`config.mk`:
```
export PLATFORM = sky130hd
export DESIGN_NAME = mult_div_sequencer_flat
export DESIGN_NICKNAME = d
export VERILOG_FILES = /design/src/rtl/mult_div_pkg.sv /design/src/rtl/mult_div_sequencer_if.sv /design/src/rtl/mult_div_sequencer_wait_counter.sv /design/src/rtl/mult_div_sequencer.sv /design/src/flat_wrapper.sv
export SDC_FILE = /design/constraint.sdc
export NUM_CORES = 1
export LEC_CHECK = 0
export CAP_MARGIN = 20
export CELL_PAD_IN_SITES_DETAIL_PLACEMENT = 0
export CELL_PAD_IN_SITES_GLOBAL_PLACEMENT = 1
export CORE_MARGIN = 8
export CORE_UTILIZATION = 38
export DETAILED_ROUTE_END_ITERATION = 12
export PLACE_DENSITY_LB_ADDON = 0.2
export RECOVER_POWER = 50
export SYNTH_ARGS = -nofsm -noshare
export SYNTH_HDL_FRONTEND = slang
export SYNTH_HIERARCHICAL = 1
export SYNTH_SLANG_ARGS = --single-unit
```
`constraint.sdc`:
```
create_clock -name clk -period 5.7 [get_ports clk]
set_input_delay 0.855 -clock clk [delete_from_list [all_inputs] [get_ports clk]]
set_output_delay 0.855 -clock clk [all_outputs]
set_load 0.02 [all_outputs]
```
`src/rtl/mult_div_pkg.sv`:
```
// Shared types for the MULT/DIV sequencer: FSM states, exception causes and unit select codes.
package mult_div_pkg;

    typedef enum logic [2:0] {
        IDLE  = 3'd0,
        START = 3'd1,
        WAIT  = 3'd2,
        WRITE = 3'd3,
        EXC   = 3'd4
    } state_t;

    typedef enum logic [1:0] {
        NONE = 2'd0,
        DIVZ = 2'd1,
        TMO  = 2'd2
    } cause_t;

    localparam logic SEL_MULT = 1'b0;
    localparam logic SEL_DIV  = 1'b1;

endpackage

```
`src/rtl/mult_div_sequencer_if.sv`:
```
// Request, unit handshake and commit signals between control_unit, the sequencer and the mult/div units.
interface mult_div_sequencer_if #(
    parameter int CNT_W = 6
);
    logic             op_valid;
    logic             op_is_div;
    logic             div_zero;
    logic             mult_done;
    logic             div_done;
    logic             op_ready;
    logic             busy;
    logic             mult_start;
    logic             div_start;
    logic             mux_high;
    logic             mux_low;
    logic             hi_write;
    logic             lo_write;
    logic             done;
    logic             div_zero_exc;
    logic             timeout_err;
    logic [CNT_W-1:0] cycle_count;

    modport master (
        output op_valid, op_is_div, div_zero, mult_done, div_done,
        input  op_ready, busy, mult_start, div_start, mux_high, mux_low,
               hi_write, lo_write, done, div_zero_exc, timeout_err, cycle_count
    );

    modport slave (
        input  op_valid, op_is_div, div_zero, mult_done, div_done,
        output op_ready, busy, mult_start, div_start, mux_high, mux_low,
               hi_write, lo_write, done, div_zero_exc, timeout_err, cycle_count
    );

endinterface

```
`src/rtl/mult_div_sequencer_wait_counter.sv`:
```
// Up-counting wait timer with clear/enable and a terminal-count flag at TIMEOUT-1.
module wait_counter #(
    parameter int TIMEOUT = 40,
    parameter int CNT_W   = 6
) (
    input  logic             clk,
    input  logic             reset_in,
    input  logic             clear,
    input  logic             enable,
    output logic [CNT_W-1:0] count,
    output logic             tc
);

    localparam logic [CNT_W-1:0] TC_VAL = CNT_W'(TIMEOUT - 1);

    always_ff @(posedge clk) begin
        if (!reset_in) begin
            count <= '0;
        end else if (clear) begin
            count <= '0;
        end else if (enable) begin
            count <= count + CNT_W'(1);
        end
    end

    assign tc = (count == TC_VAL);

endmodule

```
`src/rtl/mult_div_sequencer.sv`:
```
// Sequences one MULT/DIV at a time: start pulse, wait for the selected unit, commit HI/LO or raise an exception.
//   state | meaning
//   IDLE  | ready for a request
//   START | one-cycle start pulse to the selected unit
//   WAIT  | waiting for the selected unit's done, bounded by TIMEOUT
//   WRITE | one-cycle HI/LO commit and done pulse
//   EXC   | one-cycle divide-by-zero or timeout pulse
module mult_div_sequencer
    import mult_div_pkg::*;
#(
    parameter int TIMEOUT = 40,
    parameter int CNT_W   = 6
) (
    input  logic                 clk,
    input  logic                 reset_in,
    mult_div_sequencer_if.slave  bus
);

    state_t           state_q, state_d;
    cause_t           cause_q, cause_d;
    logic             op_sel_q, op_sel_d;
    logic [CNT_W-1:0] cycle_count_q, cycle_count_d;
    logic [CNT_W-1:0] cnt;
    logic             cnt_tc, cnt_clear, cnt_en;
    logic             sel_done;

    logic o_op_ready, o_busy, o_mult_start, o_div_start;
    logic o_hi_write, o_lo_write, o_done, o_div_zero_exc, o_timeout_err;

    wait_counter #(
        .TIMEOUT (TIMEOUT),
        .CNT_W   (CNT_W)
    ) u_wait_counter (
        .clk      (clk),
        .reset_in (reset_in),
        .clear    (cnt_clear),
        .enable   (cnt_en),
        .count    (cnt),
        .tc       (cnt_tc)
    );

    assign sel_done = (op_sel_q == SEL_DIV) ? bus.div_done : bus.mult_done;

    always_ff @(posedge clk) begin
        if (!reset_in) begin
            state_q       <= IDLE;
            cause_q       <= NONE;
            op_sel_q      <= SEL_MULT;
            cycle_count_q <= '0;
        end else begin
            state_q       <= state_d;
            cause_q       <= cause_d;
            op_sel_q      <= op_sel_d;
            cycle_count_q <= cycle_count_d;
        end
    end

    always_comb begin
        state_d        = state_q;
        cause_d        = cause_q;
        op_sel_d       = op_sel_q;
        cycle_count_d  = cycle_count_q;
        cnt_clear      = 1'b0;
        cnt_en         = 1'b0;
        o_op_ready     = 1'b0;
        o_busy         = 1'b0;
        o_mult_start   = 1'b0;
        o_div_start    = 1'b0;
        o_hi_write     = 1'b0;
        o_lo_write     = 1'b0;
        o_done         = 1'b0;
        o_div_zero_exc = 1'b0;
        o_timeout_err  = 1'b0;

        case (state_q)
            IDLE: begin
                o_op_ready = 1'b1;
                if (bus.op_valid) begin
                    // A zero divisor never reaches the divider.
                    if (bus.op_is_div && bus.div_zero) begin
                        cause_d = DIVZ;
                        state_d = EXC;
                    end else begin
                        op_sel_d = bus.op_is_div;
                        state_d  = START;
                    end
                end
            end
            START: begin
                o_busy       = 1'b1;
                o_mult_start = (op_sel_q == SEL_MULT);
                o_div_start  = (op_sel_q == SEL_DIV);
                cnt_clear    = 1'b1;
                state_d      = WAIT;
            end
            WAIT: begin
                o_busy = 1'b1;
                // Done is checked first so a result arriving on the last allowed cycle is kept.
                if (sel_done) begin
                    cycle_count_d = cnt + CNT_W'(1);
                    state_d       = WRITE;
                end else if (cnt_tc) begin
                    cause_d = TMO;
                    state_d = EXC;
                end else begin
                    cnt_en = 1'b1;
                end
            end
            WRITE: begin
                o_busy     = 1'b1;
                o_hi_write = 1'b1;
                o_lo_write = 1'b1;
                o_done     = 1'b1;
                state_d    = IDLE;
            end
            EXC: begin
                o_busy         = 1'b1;
                o_div_zero_exc = (cause_q == DIVZ);
                o_timeout_err  = (cause_q == TMO);
                state_d        = IDLE;
            end
            default: begin
                state_d = IDLE;
            end
        endcase
    end

    assign bus.op_ready     = o_op_ready;
    assign bus.busy         = o_busy;
    assign bus.mult_start   = o_mult_start;
    assign bus.div_start    = o_div_start;
    assign bus.mux_high     = op_sel_q;
    assign bus.mux_low      = op_sel_q;
    assign bus.hi_write     = o_hi_write;
    assign bus.lo_write     = o_lo_write;
    assign bus.done         = o_done;
    assign bus.div_zero_exc = o_div_zero_exc;
    assign bus.timeout_err  = o_timeout_err;
    assign bus.cycle_count  = cycle_count_q;

endmodule

```
`src/flat_wrapper.sv`:
```
// flat-port wrapper written by rule: the top's interface ports become plain ports
module mult_div_sequencer_flat import mult_div_pkg::*;
#(
    parameter int TIMEOUT = 40,
    parameter int CNT_W   = 6
)
  (clk, reset_in, bus_op_valid, bus_op_is_div, bus_div_zero, bus_mult_done, bus_div_done, bus_op_ready, bus_busy, bus_mult_start, bus_div_start, bus_mux_high, bus_mux_low, bus_hi_write, bus_lo_write, bus_done, bus_div_zero_exc, bus_timeout_err, bus_cycle_count);
  mult_div_sequencer_if #(.CNT_W(CNT_W)) bus_i ();
  input  logic clk;
  input  logic reset_in;
  input wire logic [$bits(bus_i.op_valid)-1:0] bus_op_valid;
  input wire logic [$bits(bus_i.op_is_div)-1:0] bus_op_is_div;
  input wire logic [$bits(bus_i.div_zero)-1:0] bus_div_zero;
  input wire logic [$bits(bus_i.mult_done)-1:0] bus_mult_done;
  input wire logic [$bits(bus_i.div_done)-1:0] bus_div_done;
  output wire logic [$bits(bus_i.op_ready)-1:0] bus_op_ready;
  output wire logic [$bits(bus_i.busy)-1:0] bus_busy;
  output wire logic [$bits(bus_i.mult_start)-1:0] bus_mult_start;
  output wire logic [$bits(bus_i.div_start)-1:0] bus_div_start;
  output wire logic [$bits(bus_i.mux_high)-1:0] bus_mux_high;
  output wire logic [$bits(bus_i.mux_low)-1:0] bus_mux_low;
  output wire logic [$bits(bus_i.hi_write)-1:0] bus_hi_write;
  output wire logic [$bits(bus_i.lo_write)-1:0] bus_lo_write;
  output wire logic [$bits(bus_i.done)-1:0] bus_done;
  output wire logic [$bits(bus_i.div_zero_exc)-1:0] bus_div_zero_exc;
  output wire logic [$bits(bus_i.timeout_err)-1:0] bus_timeout_err;
  output wire logic [$bits(bus_i.cycle_count)-1:0] bus_cycle_count;
  assign bus_i.op_valid = bus_op_valid;
  assign bus_i.op_is_div = bus_op_is_div;
  assign bus_i.div_zero = bus_div_zero;
  assign bus_i.mult_done = bus_mult_done;
  assign bus_i.div_done = bus_div_done;
  assign bus_op_ready = bus_i.op_ready;
  assign bus_busy = bus_i.busy;
  assign bus_mult_start = bus_i.mult_start;
  assign bus_div_start = bus_i.div_start;
  assign bus_mux_high = bus_i.mux_high;
  assign bus_mux_low = bus_i.mux_low;
  assign bus_hi_write = bus_i.hi_write;
  assign bus_lo_write = bus_i.lo_write;
  assign bus_done = bus_i.done;
  assign bus_div_zero_exc = bus_i.div_zero_exc;
  assign bus_timeout_err = bus_i.timeout_err;
  assign bus_cycle_count = bus_i.cycle_count;
  mult_div_sequencer #(.TIMEOUT(TIMEOUT), .CNT_W(CNT_W)) u_core (.clk(clk), .reset_in(reset_in), .bus(bus_i));
endmodule
```
# After elaboration in Yosys (flattened, before gate mapping)
# Index checks and enable logic that the tools add are counted.
classes:
  addsub: 1
  n_eq_ne: 12
  mux: 22
  bitwise: 3
  n_reduce_logical: 9
op_table:
  columns: ["cell", "count"]
  rows:
  - ["$mux W1", 12]
  - ["$mux W3", 4]
  - ["$pmux W3 S3", 1]
  - ["$mux W2", 4]
  - ["$add A6 B1 Y6 const B", 1]
  - ["$eq A3 B2 Y1 const B", 2]
  - ["$eq A6 B6 Y1 const B", 1]
  - ["$reduce_and A5 Y1", 1]
  - ["$ne A2 B1 Y1 const B", 2]
  - ["$ne A2 B2 Y1 const B", 2]
  - ["$pmux W2 S2", 1]
  - ["$reduce_and A2 Y1", 2]
  - ["$reduce_or A4 Y1", 1]
  - ["$eq A3 B1 Y1 const B", 1]
  - ["$eq A3 B3 Y1 const B", 1]
  - ["$logic_not A3 Y1", 1]
  - ["$ne A3 B1 Y1 const B", 1]
  - ["$not A1 Y1", 3]
  - ["$reduce_and A3 Y1", 1]
  - ["$eq A2 B1 Y1 const B", 1]
  - ["$eq A2 B2 Y1 const B", 1]
  - ["$reduce_bool A2 Y1", 1]
  - ["$reduce_or A2 Y1", 1]
  - ["$logic_and A1 B1 Y1", 1]
totals:
  reg_bits: 18
  in_bits: 7
  output_inout_bits: 17
  elab_cells: 52

# Logic depth before layout (Yosys ltp)
# Gate-level depths: netlist of the first run.
logic_depth:
  word_depth: 4
  ltp_mapped: 7
  mapped_depth_nobuf: 7

# Modules after synthesis
# Netlist of the first run, hierarchy kept.
by_module_without_submodules:
  columns: ["mod", "instances", "cells_each", "area_each_um2", "seq_area_each_um2"]
  rows:
  - ["mult_div_sequencer", 1, 78, 708.2, 240.2]
  - ["wait_counter", 1, 27, 257.7, 120.1]

# Worst setup path after synthesis of the first run
# Ideal clock, no wire load.
synth_path:
  path_type: "input -> register"
  startpoint: "input bus_div_done"
  endpoint: "register u_core.u_wait_counter.count[5]"
  setup_ns: 0.070
  t_arrival_ns: 2.341
  required_ns: 5.630
  setup_slack_ns: 3.289
  path_stages: 5
  path_buffers: 0
  path_cell_list: "mux2_2 nor3_1 nand4_2 or3_1 a21oi_1"
synth_between:
  elab_chain_cells: 3
synth_lines:
  columns: ["item", "line_no", "text"]
  rows:
  - ["start: declaration", "flat_wrapper.sv:15", "input wire logic [$bits(bus_i.div_done)-1:0] bus_div_done;"]
  - ["$mux W1", "mult_div_sequencer.sv:42", "assign sel_done = (op_sel_q == SEL_DIV) ? bus.div_done : bus.mult_done;"]
  - ["$mux W1", "mult_div_sequencer.sv:99", "if (sel_done) begin"]
  - ["$mux W1", "mult_div_sequencer.sv:75", "case (state_q)"]
  - ["named net u_core.cnt_en", "mult_div_sequencer.sv:24", "logic cnt_tc, cnt_clear, cnt_en;"]
  - ["end signal: assignment", "mult_div_sequencer_wait_counter.sv:22", "count <= count + CNT_W'(1);"]
  - ["end: declaration", "mult_div_sequencer_wait_counter.sv:10", "output logic [CNT_W-1:0] count,"]
# The timed path passes the listed nets, and every way through them passes these cells.
# A chain may end at the register's enable or synchronous reset.

# Worst setup path in the final report of the first run
# Ends and elaborated chain as after synthesis.

==> metrics.md, run 1 <==
| Metric | Value |
|---|---|
| Avg Vias per Cell | `5.25` |
| Iteration count of the initial detailed-routing pass | `4` |
| Initial antenna violation count | `0` |
| Hold WC Path Type | `reg2reg` |
| Nets | `136` |
| Max VDD drop | `0.000135 V` |
| First-pass GRT wire length | `3.58 mm` |
| Die Y-Extent | `66.4 um` |
| Post-Synth Adder-Cell Area | `2.59%` |
| Fin crit period | `3.00 ns` |
| Fmax | `333 MHz` |
| Crit path kind | `in2reg` |
| Max Transition Viols Final | `0` |
| # resized after CTS | `0` |
| Die area | `0.00441 mm^2` |
| Worst Skew | `0.00481 ns` |
| TritonCTS clock tree | `done` |
| Post-synth top flop | `dfxtp_1` |
| Initial DRC Count | `39` |
| Final hold vios | `0` |
| GRT overflow | `0` |
| Dpl ws | `2.64 ns` |
| Setup WS post-layout | `2.70 ns` |
| CTS max path bufs | `2` |
| Area of the multi-input gates | `543 um^2` |
| CTS root buf | `clkbuf_4` |
| WL/cell | `13.9 um` |
| YS warnings | `6` |
| Layout Cell Area excl Fill | `0.00120 mm^2` |
| Post-DRT Antenna Nets | `0` |
| Vias in the first global route | `790` |
| Synth top area cells | `dfxtp_1 37%, xor2_1 4.5%, a21oi_1 4.1%` |
| Mux cell area share after synthesis | `3.24%` |
| XOR/XNOR share of the synthesized area | `7.25%` |
| Clk sinks | `18` |
| Leak | `0.431 nW` |
| Final period util | `52.7%` |
| Pin count of the biggest net entering global routing | `11` |
| # fillers | `242` |
| Setup TNS | `0 ns` |
| Synth Area in Simple Gates | `26.8%` |
| Status | `completed` |
| Later-pin clock latency in the skew report | `0.28 ns` |
| Synth async-reset ratio | `0%` |
| Setup Buffers After CTS | `0` |
| Row count | `18` |
| Port Buffers | `23` |
| Seq. cell area | `360 um^2` |
| Max cap viols | `0` |
| CTS clk-pin slew, worst paths | `0.10 ns` |
| R2r setup slk | `3.27 ns` |
| Worst Tran Pin Value | `0.709 ns` |
| Antenna Cells | `0` |
| Crit path max fanout | `8` |
| Cell Pwr Density | `235 mW/mm^2` |
| Hpwl dp | `1.66 mm` |
| Final hold slack | `0.486 ns` |
| DRT Wirelength | `2.15 mm` |
| DP Area | `0.00119 mm^2` |
| Core area | `0.00243 mm^2` |
| Yosys cell types | `37` |
| Layout cells sized above 1 | `8.80%` |
| H-tree depth | `1` |
| Die X | `66.4 um` |
| Dominant cell type by area after synthesis | `dfxtp_1` |
| Gr usage total | `10.2%` |
| GP Congestion | `0.754` |
| Cell Area, Synth | `966 um^2` |
| Synth Area in Compound Gates | `17.1%` |
| CP Launch Type | `input pin` |
| #FFs+latches synth | `18` |
| Slew margin rel. | `52.4%` |
| RSZ-0062 raised after global routing | `no` |
| Num CTS Buffers | `3` |
| Synth top area share | `37.3%` |
| Crit path capture type | `register` |
| Net Count, Synth | `114` |
| Vias | `814` |
| Largest family of logic cells by synthesized area | `simple AND/OR/NAND/NOR gates` |
| Drt drc | `0` |
| Area delta synth->final | `24.7%` |
| WP data arrival | `3.22 ns` |
| Final setup viols | `0` |
| Post-synth EDFFs | `0` |
| Syn Inst Count | `105` |
| Sequential cell area fraction in the yosys report | `37.3%` |
| Worst EP required | `5.92 ns` |
| Post-CTS Hold Fix Bufs | `0` |
| Syn Area/Cell | `9.20 um^2` |
| # IOs | `24` |
| Initial Util | `39.7%` |
-- cells by family after synthesis --
| family | after synthesis |
|---|---|
| fa+ha+maj | 2 |
| flops | 18 |
| xor+xnor | 8 |
| compound gates | 23 |
| buf+inv | 9 |
| simple gates | 42 |
| mux | 3 |
-- where the power goes --
group	internal [mW]	switching, mW	total [mW]
Clock	0.0245	0.0371	0.0616
Combinational	0.0370	0.0409	0.0779
Sequential	0.132	0.0113	0.144
-- layer usage --
| layer | global-route usage, % | up-vias | wire (um) |
|---|---|---|---|
| met5 | 0 | - | 0 |
| met4 | 4.80 | 0 | 18 |
| met3 | 2.20 | 2 | 105 |
| met2 | 17.2 | 13 | 1010 |
| met1 | 11.8 | 374 | 1010 |
| li1 | - | 425 | - |
-- through the flow --
step / std cells / utilization [%] / power (mW)
4_1_cts: 155 / 49.8 / 0.288
2_1_floorplan: 105 / - / 0.197
5_1_grt: 155 / 49.5 / 0.297
3_3_place_gp: 152 / 48.9 / 0.227
3_5_place_dp: 152 / 48.9 / 0.227
6_report: 155 / 49.5 / 0.283
-- cells in the mapped netlist, types with 2 or more instances --
master / n
mux2i_1: 2
xor2_1: 5
inv_1: 3
buf_4: 3
xnor2_1: 3
or3_1: 2
ha_1: 2
nor3b_1: 3
a21oi_1: 8
a211oi_1: 4
nand2b_1: 3
o21ai_0: 3
dfxtp_1: 18
nor3_1: 4
nor2_1: 9
o221a_2: 2
nand3_1: 6
buf_2: 2
nand2_1: 5
-- area by class of cell --
| type | count | share of cell area (%) |
|---|---|---|
| multi-input cells | 78 | 45.1 |
| well taps | 30 | 3.12 |
| inverters | 3 | 0.935 |
| flip-flops and latches | 18 | 29.9 |
| repair buffers | 23 | 19.1 |
| clock buffers | 3 | 1.87 |
-- flip-flops by register name, indices dropped and copies added, names as in the netlist --
name	flops
u_core/bus.cycle_count	6
u_core/u_wait_counter/count	6
u_core/state_q	3
u_core/cause_q	2
u_core/bus.mux_high	1
-- critical path, stage by stage --
cell	delay, ns
dlygate4sd3_1	0.55
mux2_1	0.43
nor3_1	0.63
nand4_2	0.22
or3_1	0.39
a21oi_1	0.14
-- worst paths after layout --
kind	startpoint	to	cells after the start
setup / recovery	bus_div_done	u_core/u_wait_counter/count[5]	6
hold / removal	u_core/bus.cycle_count[1]	u_core/bus.cycle_count[1]	2
setup reg to reg	u_core/state_q[1]	u_core/u_wait_counter/count[5]	5
hold reg to reg	u_core/bus.cycle_count[1]	u_core/bus.cycle_count[1]	2
-- cell usage in the layout (no fill, tap or decap), types with 4 or more instances in the layout --
cell             Yosys  final
nor2_1               9     10
nand2_1              5      5
xor2_1               5      5
nor3_1               4      4
a211oi_1             4      4
dfxtp_1             18     18
nand3_1              6      6
dlygate4sd3_1        0      7
a21oi_1              8      8
clkdlybuf4s50_1      0     16
Power figures use the tool's default switching activity.
==> inputs of run 2 (changes only) <==
--- a/config.mk
+++ b/config.mk
@@ -9,7 +9,7 @@
 export CELL_PAD_IN_SITES_DETAIL_PLACEMENT = 0
 export CELL_PAD_IN_SITES_GLOBAL_PLACEMENT = 1
 export CORE_MARGIN = 8
-export CORE_UTILIZATION = 38
+export CORE_UTILIZATION = 35
 export DETAILED_ROUTE_END_ITERATION = 12
 export PLACE_DENSITY_LB_ADDON = 0.2
 export RECOVER_POWER = 50
==> constraint.sdc (replaced) <==
create_clock -name clk -period 3.1 [get_ports clk]
set_input_delay 0.465 -clock clk [delete_from_list [all_inputs] [get_ports clk]]
set_output_delay 0.465 -clock clk [all_outputs]
set_load 0.02 [all_outputs]
==> run 2 against run 1 <==
Against the previous run: critical path depth shrank 3; highest routed layer unchanged; die area grew 6.5%; final cell count grew 1.9%; sequential cell count unchanged.
==> metrics.md, run 2 (synthesized netlist as in run 1, its figures left out) <==
| Metric | Value |
|---|---|
| Num CTS Buffers | `3` |
| Nets | `137` |
| Setup Buffers After CTS | `0` |
| Avg Vias per Cell | `5.32` |
| Post-CTS Hold Fix Bufs | `0` |
| Crit path capture type | `output port` |
| Core area | `0.00269 mm^2` |
| Worst Skew | `0.00389 ns` |
| Int Pwr | `382 uW` |
| Post-DRT Antenna Nets | `0` |
| Fin crit period | `2.40 ns` |
| Die area | `0.00470 mm^2` |
| Port Buffers | `23` |
| R2r setup slk | `1.05 ns` |
| WP data arrival | `1.93 ns` |
| Final hold vios | `0` |
| Layout cells sized above 1 | `10.2%` |
| Dpl ws | `0.782 ns` |
| Gr usage total | `9.98%` |
| RSZ-0062 raised after global routing | `no` |
| Fmax | `417 MHz` |
| GRT overflow | `0` |
| Sw Share | `30.2%` |
| Clk sinks | `18` |
| Max VDD drop | `0.000251 V` |
| Family with the most delay on the worst path | `buffers and inverters` |
| Setup WS post-layout | `0.700 ns` |
| Status | `completed` |
| Max Transition Viols Final | `0` |
| Most common cell after layout, fill and taps aside | `dfxtp_1` |
| Vias in the first global route | `801` |
| CTS clk-pin slew, worst paths | `0.10 ns` |
| Final Core Density | `45.3%` |
| Die Y-Extent | `68.5 um` |
| Pin count of the biggest net entering global routing | `11` |
| CTS root buf | `clkbuf_4` |
| Later-pin clock latency in the skew report | `0.29 ns` |
| Initial antenna violation count | `0` |
| Initial DRC Count | `38` |
| Crit path max fanout | `9` |
| Worst Tran Pin Value | `0.999 ns` |
| Max cap viols | `0` |
| Area delta synth->final | `25.9%` |
| TritonCTS clock tree | `done` |
| Most frequent cells in the layout | `18 x dfxtp_1, 17 x clkdlybuf4s50_1, 10 x nor2_1` |
| # IOs | `24` |
| Drt drc | `0` |
| Cell Pwr Density | `450 mW/mm^2` |
| Vias | `841` |
| Slew margin rel. | `33.3%` |
| Die X | `68.5 um` |
| DRT Wirelength | `2.23 mm` |
| # resized after CTS | `0` |
| Antenna Cells | `0` |
| Slowest stage delay, CP | `0.70 ns` |
| Worst-path cell chain | `inv_1 > nor3b_1 > clkdlybuf4s50_1` |
| Row count | `19` |
| Logic pwr share | `26.0%` |
| P_sw | `165 uW` |
| Initial Util | `36.0%` |
| CTS max path bufs | `2` |
| Final setup viols | `0` |
| Setup TNS | `0 ns` |
| Final period util | `77.4%` |
| Buf/Inv on CP | `2` |
| Crit path kind | `reg2out` |
| WL/cell | `14.1 um` |
| CP Launch Type | `register` |
| Clock power share | `26.1%` |
| Final hold slack | `0.494 ns` |
| Reg power frac | `47.9%` |
| H-tree depth | `1` |
| Hpwl dp | `1.75 mm` |
| Hold WC Path Type | `reg2reg` |
| Iteration count of the initial detailed-routing pass | `4` |
| Leak | `0.440 nW` |
| GP Congestion | `0.736` |
| Slowest-stage cell, CP | `clkdlybuf4s50_1` |
| First-pass GRT wire length | `3.61 mm` |
| Worst EP required | `2.63 ns` |
## run 2: cell type report
class                      count  area (um^2)
clock buffer                   4         36.3
multi-input combinational     78          532
inverter                       3         11.3
fill                         280         1470
tap                           31         38.8
timing repair buffer          24          238
sequential                    18          360
## run 2: worst register-to-register path: cells and delay by family (launching register included)
kind	cells	cell delay [ns]
AOI/OAI and AO/OA	1	0.15
buffers and inverters	1	0.17
DFF	1	0.51
and+or+nand+nor	4	1.16
## run 2: stage by stage
step	instance area, um^2	power, mW	instances
global placement	1200	0.419	154
CTS	1230	0.565	158
floorplan	966	0.362	105
detailed placement	1200	0.418	154
finish	1220	0.548	158
global route	1220	0.585	158
## run 2: path summary, 6_finish.rpt
path / from / cells after the start / endpoint
worst max-delay path: u_core/state_q[1] / 3 / bus_lo_write
worst min-delay path: u_core/bus.cycle_count[1] / 2 / u_core/bus.cycle_count[1]
worst max register to register: u_core/state_q[1] / 6 / u_core/u_wait_counter/count[5]
worst min register to register: u_core/bus.cycle_count[1] / 2 / u_core/bus.cycle_count[1]
## run 2: power by group through the flow
| stage | Clock, mW | Combinational (mW) | Sequential (mW) |
|---|---|---|---|
| after floorplan | 0 | 0.0994 | 0.263 |
| after global placement | 0 | 0.150 | 0.270 |
| after detailed placement | 0 | 0.149 | 0.269 |
| after CTS | 0.151 | 0.150 | 0.264 |
| after global routing | 0.165 | 0.155 | 0.265 |
| final | 0.143 | 0.143 | 0.262 |
## run 2: layer usage
layer	wire length [um]	GRT usage, %	share of wire, %
met1	974	11.4	44
met2	1080	17.2	49
met5	0	0	0
met4	17	3.07	0.76
met3	151	3.39	6.8
